<file path="src/rtl/gain_control_fsm.sv">
// gain_control_fsm: block-averaging AGC loop that steps amplifier gain
// toward TARGET_DB with a dead band, step limit and settle blanking.
// Ports: clk, rst_n (async low); enable_i freezes the loop when low;
// adc_dB_i/valid_i are the Q8.8 power stream; gain_o is the amplifier
// gain in dB, gain_update_o pulses on change, locked_o and saturated_o
// report the outcome of the last decision.
module gain_control_fsm #(
   parameter int unsigned TARGET_DB     = 60,
   parameter int unsigned HYST_DB       = 3,
   parameter int unsigned GAIN_MIN      = 0,
   parameter int unsigned GAIN_MAX      = 60,
   parameter int unsigned GAIN_INIT     = 30,
   parameter int unsigned STEP_MAX      = 12,
   parameter int unsigned AVG_LOG2      = 2,
   parameter int unsigned SETTLE_CYCLES = 64
) (
   input  logic        clk,
   input  logic        rst_n,
   input  logic        enable_i,
   input  logic [15:0] adc_dB_i,
   input  logic        valid_i,
   output logic [7:0]  gain_o,
   output logic        gain_update_o,
   output logic        locked_o,
   output logic        saturated_o
);

   localparam int ACC_W = 16 + AVG_LOG2;
   localparam int NS_W  = AVG_LOG2 + 1;
   localparam int CW    = (SETTLE_CYCLES > 1) ? $clog2(SETTLE_CYCLES) : 1;

   localparam logic signed [17:0] SMAX   = 18'(STEP_MAX);
   localparam logic signed [9:0]  GMIN_S = 10'(GAIN_MIN);
   localparam logic signed [9:0]  GMAX_S = 10'(GAIN_MAX);

   typedef enum logic [1:0] {
      HOLD   = 2'd0,
      SETTLE = 2'd1,
      ACCUM  = 2'd2,
      DECIDE = 2'd3
   } state_t;

   state_t             state_q, state_d;
   logic [CW-1:0]      cnt_q, cnt_d;
   logic [ACC_W-1:0]   acc_q, acc_d;
   logic [NS_W-1:0]    nsmp_q, nsmp_d;
   logic [7:0]         gain_q, gain_d;
   logic               upd_q, upd_d;
   logic               lock_q, lock_d;
   logic               sat_q, sat_d;

   // decision datapath, all Q8.8 until the step is rounded to whole dB
   logic [15:0]        mean;
   logic signed [17:0] err;
   logic [17:0]        abs_err;
   logic               in_band;
   logic signed [17:0] rnd;
   logic signed [17:0] stp;
   logic signed [17:0] stp_c;
   logic signed [9:0]  stp10;
   logic signed [9:0]  cand;
   logic [7:0]         new_g;
   logic               clamped;

   always_comb begin
      mean    = acc_q[ACC_W-1:AVG_LOG2];
      err     = $signed(18'(TARGET_DB * 256)) - $signed({2'b00, mean});
      abs_err = err[17] ? (~err + 18'd1) : err;
      in_band = abs_err <= 18'(HYST_DB * 256);
      rnd     = err + 18'sd128;
      stp     = rnd >>> 8;
      if (stp > SMAX) begin
         stp_c = SMAX;
      end else if (stp < -SMAX) begin
         stp_c = -SMAX;
      end else begin
         stp_c = stp;
      end
      stp10 = stp_c[9:0];
      cand  = $signed({2'b00, gain_q}) + stp10;
      if (cand < GMIN_S) begin
         new_g = 8'(GAIN_MIN);
      end else if (cand > GMAX_S) begin
         new_g = 8'(GAIN_MAX);
      end else begin
         new_g = cand[7:0];
      end
      clamped = $signed({2'b00, new_g}) != cand;
   end

   always_comb begin
      state_d = state_q;
      cnt_d   = cnt_q;
      acc_d   = acc_q;
      nsmp_d  = nsmp_q;
      gain_d  = gain_q;
      upd_d   = 1'b0;
      lock_d  = lock_q;
      sat_d   = sat_q;
      unique case (state_q)
         HOLD: begin
            acc_d  = '0;
            nsmp_d = '0;
            lock_d = 1'b0;
            if (enable_i) begin
               state_d = SETTLE;
               cnt_d   = '0;
            end
         end
         SETTLE: begin
            if (!enable_i) begin
               state_d = HOLD;
            end else if (cnt_q == CW'(SETTLE_CYCLES - 1)) begin
               state_d = ACCUM;
               acc_d   = '0;
               nsmp_d  = '0;
            end else begin
               cnt_d = cnt_q + 1'b1;
            end
         end
         ACCUM: begin
            if (!enable_i) begin
               state_d = HOLD;
            end else if (valid_i) begin
               acc_d  = acc_q + ACC_W'($signed(adc_dB_i));
               nsmp_d = nsmp_q + 1'b1;
               if (nsmp_q == NS_W'((1 << AVG_LOG2) - 1)) begin
                  state_d = DECIDE;
               end
            end
         end
         DECIDE: begin
            acc_d   = '0;
            nsmp_d  = '0;
            state_d = ACCUM;
            if (in_band) begin
               lock_d = 1'b1;
               sat_d  = 1'b0;
            end else begin
               lock_d = 1'b0;
               sat_d  = clamped;
               if (new_g != gain_q) begin
                  gain_d  = new_g;
                  upd_d   = 1'b1;
                  state_d = SETTLE;
                  cnt_d   = '0;
               end
            end
            // the decision above still commits; only the next state yields
            if (!enable_i) begin
               state_d = HOLD;
            end
         end
         default: state_d = HOLD;
      endcase
   end

   always_ff @(posedge clk or negedge rst_n) begin
      if (!rst_n) begin
         state_q <= SETTLE;
         cnt_q   <= '0;
         acc_q   <= '0;
         nsmp_q  <= '0;
         gain_q  <= 8'(GAIN_INIT);
         upd_q   <= 1'b0;
         lock_q  <= 1'b0;
         sat_q   <= 1'b0;
      end else begin
         state_q <= state_d;
         cnt_q   <= cnt_d;
         acc_q   <= acc_d;
         nsmp_q  <= nsmp_d;
         gain_q  <= gain_d;
         upd_q   <= upd_d;
         lock_q  <= lock_d;
         sat_q   <= sat_d;
      end
   end

   assign gain_o        = gain_q;
   assign gain_update_o = upd_q;
   assign locked_o      = lock_q;
   assign saturated_o   = sat_q;

endmodule

</file>
<file path="config.mk">
export PLATFORM = sky130hd
export DESIGN_NAME = gain_control_fsm
export DESIGN_NICKNAME = d
export VERILOG_FILES = /design/src/rtl/gain_control_fsm.sv
export SDC_FILE = /design/constraint.sdc
export NUM_CORES = 1
export LEC_CHECK = 0
export ABC_AREA = 1
export CORE_MARGIN = 3
export CORE_UTILIZATION = 55
export CTS_CLUSTER_DIAMETER = 60
export DETAILED_ROUTE_END_ITERATION = 7
export PLACE_DENSITY = 0.85
export SLEW_MARGIN = 15
export SYNTH_ARGS = -nofsm -noshare
export SYNTH_HDL_FRONTEND = slang
export SYNTH_SLANG_ARGS = --single-unit
</file>
<file path="constraint.sdc">
create_clock -name clk -period 5.92 [get_ports clk]
set_input_delay 0.888 -clock clk [delete_from_list [all_inputs] [get_ports clk]]
set_output_delay 0.888 -clock clk [all_outputs]
set_load 0.01 [all_outputs]
</file>
==> Yosys cells after proc, flatten, opt, wreduce, memory -nomap -nowiden <==
Cells that the tools add are included.
{ "word_totals": {"ff_bits": 40, "input_bits": 20, "out_inout_bits": 11, "wordCells": 85} }
{ "classes": {"n_addsub": 7, "n_lt_le_gt_ge": 5, "n_eq_ne": 18, "muxes": 37, "bitwise_logic": 2, "n_reduce_logical": 8} }
{ "op_table": {"columns": ["cell", "count"], "rows": [
  ["$mux W18", 5],
  ["$pmux W18 S3", 1],
  ["$mux W6", 5],
  ["$mux W10", 2],
  ["$add A17 B9 Y18 const B", 1],
  ["$add A18 B1 Y18 const B", 1],
  ["$add A18 B18 Y18", 1],
  ["$le A18 B10 Y1 const B", 1],
  ["$mux W2", 9],
  ["$not A18 Y18", 1],
  ["$pmux W6 S3", 1],
  ["$sub A14 B16 Y17 const A", 1],
  ["$mux W8", 2],
  ["$ne A2 B2 Y1 const B", 8],
  ["$mux W3", 4],
  ["$add A9 B10 Y10", 1],
  ["$gt A10 B5 Y1 const B", 1],
  ["$gt A10 B7 Y1 const B", 1],
  ["$lt A10 B1 Y1 const B", 1],
  ["$lt A10 B5 Y1 const B", 1],
  ["$ne A9 B10 Y1", 1],
  ["$ne A3 B3 Y1 const B", 3],
  ["$pmux W3 S3", 1],
  ["$ne A8 B8 Y1", 1],
  ["17 further kinds", 23]
]} }

==> Depth between registers and ports, before layout <==
{ "logic_depth": {"depth_word": 14, "depth_mapped": 42} }

==> Least setup slack after synthesis <==
OpenSTA, ideal clock, no wires.
{ "synth_path": {"path_kind": "register to register", "from": "register acc_q[2]", "to": "register cnt_q[2]", "setup_time_ns": 0.065, "arrival_ns": 5.114, "required_ns": 5.855, "slack_ns": 0.741, "stages_incl_launch_ff": 41, "cell_sequence": "dfrtp_1 -> inv_1 -> ha_1 -> nand2_2 -> o21ai_0 -> nand2_1 -> inv_1 -> ha_1 -> nand3_1 -> nor2_4 -> nand3_1 -> xor2_1 -> nor3_1 -> nand2_1 -> o21ai_0 -> nand3_1 -> inv_1 -> ha_1 -> (+5 left out) -> nand2_1 -> nand2_1 -> nand2_1 -> xor2_1 -> nand2_1 -> nor2_1 -> nand4_1 -> nand3_1 -> nand2_1 -> inv_1 -> nand2_1 -> nor2_4 -> nand2_4 -> nand2_4 -> nand2_4 -> nand2_4 -> nand2_1 -> nand2_1"} }
{ "synth_between": {"elab_chain_cells": 12} }
{ "synth_lines": {"columns": ["element", "line", "source"], "rows": [
  ["start, declared", "45", "logic [ACC_W-1:0] acc_q, acc_d;"],
  ["start signal, assigned", "162", "acc_q <= '0;"],
  ["start signal, assigned", "171", "acc_q <= acc_d;"],
  ["$sub A14 B16 Y17 (*)", "67", "err = $signed(18'(TARGET_DB * 256)) - $signed({2'b00, mean});"],
  ["$add A17 B9 Y18", "70", "rnd = err + 18'sd128;"],
  ["$lt A10 B5 Y1", "74", "end else if (stp < -SMAX) begin"],
  ["$mux W10", "74", null],
  ["$mux W10", "72", "if (stp > SMAX) begin"],
  ["$add A9 B10 Y10", "80", "cand = $signed({2'b00, gain_q}) + stp10;"],
  ["$gt A10 B7 Y1", "83", "end else if (cand > GMAX_S) begin"],
  ["$mux W8", "83", null],
  ["$mux W8", "81", "if (cand < GMIN_S) begin"],
  ["$ne A8 B8 Y1", "142", "if (new_g != gain_q) begin"],
  ["$ne A2 B2 Y1 (no line)", null, null],
  ["$reduce_and A6 Y1 (no line) (*)", null, null],
  ["end signal, assigned", "170", "cnt_q <= cnt_d;"],
  ["end, declared", "44", "logic [CW-1:0] cnt_q, cnt_d;"]
]} }
Every way passes the cells marked *; elsewhere a longest branch is shown, timed or not.
A chain may end at the register's enable or synchronous reset.

==> Worst setup path after layout <==
{ "layout_path": {"from": "register acc_q[2]", "to": "register cnt_q[4]"} }
Same word-level chain as after synthesis.

==> flow_summary.json <==
{
  "status": "finished clean",
  "tns_ps": 0,
  "synth_top_area_frac": 0.2082,
  "combPwrFrac": 0.780,
  "ant_nets": 0,
  "max_cap_viol_count": 0,
  "final_cells": 750,
  "cp-startpoint": "acc_q[2]",
  "avgRoutedWirePerCell_microns": 13.21,
  "cts_buffer_depth": 2,
  "hold_buffers": 0,
  "synth_nets": 671,
  "ys.flop_type": "dfrtp_1",
  "clock_skew_ps": 6.621,
  "yosysMostFrequentCell": "nand2_1",
  "clkLatencyLatePin_ps": 300,
  "final_hold_viol_count": 0,
  "crit_fanout": 8,
  "drive_gt1_frac": 0.1183,
  "r2r-end": "cnt_q[4]",
  "setup_viol": 0,
  "dieArea_sq_um": 8734,
  "yosys.area.top_type": "dfrtp_1",
  "synth.area.top_cells": "dfrtp_1, nand2_1, ha_1",
  "slew_viol_final": 0,
  "die_w_microns": 93.46,
  "fp-row-count": 31,
  "synth_edf_count": 0,
  "p_leak_uw": 0.002514,
  "cpMaxStageDelayCell": "dfrtp_1",
  "hpwl_microns": 7698,
  "yosysWarnings": 0,
  "io_buffers": 30,
  "pwr-share-seq": 0.143,
  "area_delta_synth_final_pct": 14.16,
  "avgSynthCellArea_sq_um": 6.885,
  "cts_buffers": 5,
  "cp.required_ps": 6160,
  "cts_tree": "built",
  "relSlewSlack": 0.3917,
  "post-place-cells": 736,
  "grt_pass1_wl_microns": 16810,
  "clock-sinks": 40,
  "rrSetupSlack_ps": 460,
  "min_path_type": "flip-flop to flip-flop",
  "syn_inst": 611,
  "power.clock.fraction": 0.077,
  "internal_power_uw": 1378,
  "initial_core_util": 0.5738,
  "ys_ff_latch": 40,
  "drc": 0,
  "layout_min_cycle_time_ps": 5460,
  "fmax_ghz": 0.1831,
  "critPathMaxStageDelay_ps": 410,
  "timing.final.crit_share": 0.9223,
  "nFillCells": 619,
  "num_io_pins": 31,
  "p_sw_frac": 0.5576,
  "grt_max_degree": 41,
  "path_class": "flip-flop to flip-flop",
  "routed_wl_microns": 9907,
  "antenna_found_initial": 0,
  "tightest_slew_ps": 912.4,
  "cp_common_cell": "nand2_1",
  "drtIter0Drc": 187,
  "cts-root-buf": "clkbuf_8",
  "nNetsFinal": 710,
  "synth_seq_area_share": 0.2394,
  "synthArstFlopShare": 1.000,
  "cts_max_level": 2,
  "timing.rr.start": "acc_q[2]",
  "post_synth_num_cell_types": 46,
  "worstPathArrival_ps": 5700,
  "ir_drop_uv": 350.4,
  "endpoint": "cnt_q[4]",
  "switching_power_uw": 1737,
  "synth_common_cells": "nand2_1, inv_1, nor2_1, nand3_1, ha_1",
  "worst-r2r-cell-count": 40,
  "gp_congestion": 0.9400,
  "grt-ovfl-total": 0,
  "diodes": 0,
  "powerDensity_nw_per_um2": 648.6,
  "die_h_microns": 93.46,
  "start_kind": "flip-flop",
  "crit_path_end_kind": "flip-flop",
  "grt.total_usage": 0.2331,
  "core_sq_um": 7331,
  "netlist_area_sq_um": 4207,
  "via_count": 4114,
  "viasPerCell": 5.485,
  "grt_pass1_vias": 3943,
  "drt_pre_antenna_iters": 5,
  "clk_pin_slew_worst_paths_ps": 90
}
[flip-flops by register name, summed over array words and instances, names as in the netlist]
register and count:
gain_update_o 1, locked_o 1, nsmp_q 3, acc_q 18, state_q 2, cnt_q 6, gain_o 8, saturated_o 1
[final cells by class]
class                      count  area, sq um  share of cell area
multi-input combinational    477         2869              0.5974
clock inverter                 2        38.79            0.008077
timing repair buffer          36        340.3             0.07087
clock buffer                   6        82.58             0.01720
tap                           99        123.9             0.02579
inverter                      90        340.3             0.07087
sequential                    40         1007              0.2097
[layout by cell type, fill, tap and decap left out, types with 2 or more instances in the layout]
| master | n |
|---|---|
| o21ai_0 | 26 |
| o21bai_1 | 2 |
| nor2_1 | 45 |
| nand2_1 | 149 |
| or2_2 | 2 |
| nand3_2 | 6 |
| inv_2 | 5 |
| nand4_1 | 21 |
| nand3b_1 | 3 |
| fa_1 | 2 |
| nand2_2 | 13 |
| xor2_2 | 3 |
| inv_1 | 83 |
| a22o_1 | 3 |
| o211ai_1 | 2 |
| a21oi_1 | 29 |
| nor3_1 | 9 |
| nand2_4 | 8 |
| dfstp_2 | 5 |
| xnor2_1 | 6 |
| nor2_2 | 6 |
| a211oi_1 | 3 |
| nand3_1 | 41 |
| ha_1 | 37 |
| o21ai_1 | 9 |
| dfrtp_1 | 35 |
| nor2_4 | 8 |
| o22ai_1 | 14 |
| buf_4 | 6 |
| xor2_1 | 16 |
| clkbuf_8 | 6 |
| clkdlybuf4s50_1 | 29 |
[repair_timing]
action / in CTS / in global routing
resized for setup: 0 / 12
endpoints found under the setup margin: 0 / 17
hold endpoints to repair: 0 / 0
buffers inserted: 0 / 6
[stage by stage]
stage                 util  hold WS (ps)  setup WS (ps)  cell area [sq um]  total power (uW)
floorplan                -         467.6          741.0               4207              2245
global placement    0.6278         474.3          350.8               4602              2626
detailed placement  0.6278         463.6          47.14               4602              2694
CTS                 0.6443         483.6          52.09               4723              2958
global route        0.6551         514.0         -26.63               4802              3439
finish              0.6551         484.6          459.8               4802              3115
[worst max-delay path: cells and delay by family, from the launching register on]
| kind | cells | cell delay [ps] |
|---|---|---|
| adder cells (fa/ha/maj) | 4 | 950 |
| AO/OA/AOI/OAI | 2 | 340 |
| flip-flops | 1 | 410 |
| AND/OR/NAND/NOR | 28 | 3040 |
| buffers and inverters | 4 | 330 |
| XOR/XNOR | 2 | 320 |
[power groups by stage]
stage | logic, uW | clock network [uW] | registers [uW]
2_1_floorplan | 1810 | 0 | 432
3_3_place_gp | 2180 | 0 | 444
3_5_place_dp | 2250 | 0 | 446
4_1_cts | 2270 | 248 | 442
5_1_grt | 2730 | 257 | 454
6_report | 2430 | 241 | 444
[per-layer routing]
layer | vias to the layer above | track usage | wire, microns
met2 | 87 | 0.4110 | 4977
met3 | 16 | 0.03862 | 427
met5 | - | 0 | 0
met1 | 1914 | 0.2873 | 4353
met4 | 0 | 0.07692 | 148
li1 | 2097 | - | -
[worst min path at each step]
stage | start | end | cells past startpoint
2_1_floorplan | nsmp_q[0] | nsmp_q[0] | 1
3_3_place_gp | locked_o | locked_o | 2
3_5_place_dp | locked_o | locked_o | 2
4_1_cts | locked_o | locked_o | 2
5_1_grt | locked_o | locked_o | 2
6_report | locked_o | locked_o | 2
[cells by family after synthesis]
| kind of cell | after synthesis | share of synthesized area |
|---|---|---|
| compound gates | 96 | 0.1318 |
| xor+xnor | 25 | 0.05384 |
| fa+ha+maj | 40 | 0.1225 |
| buf+inv | 94 | 0.08656 |
| flops | 40 | 0.2394 |
| simple gates | 316 | 0.3659 |
(Power assumes the default switching activity.)
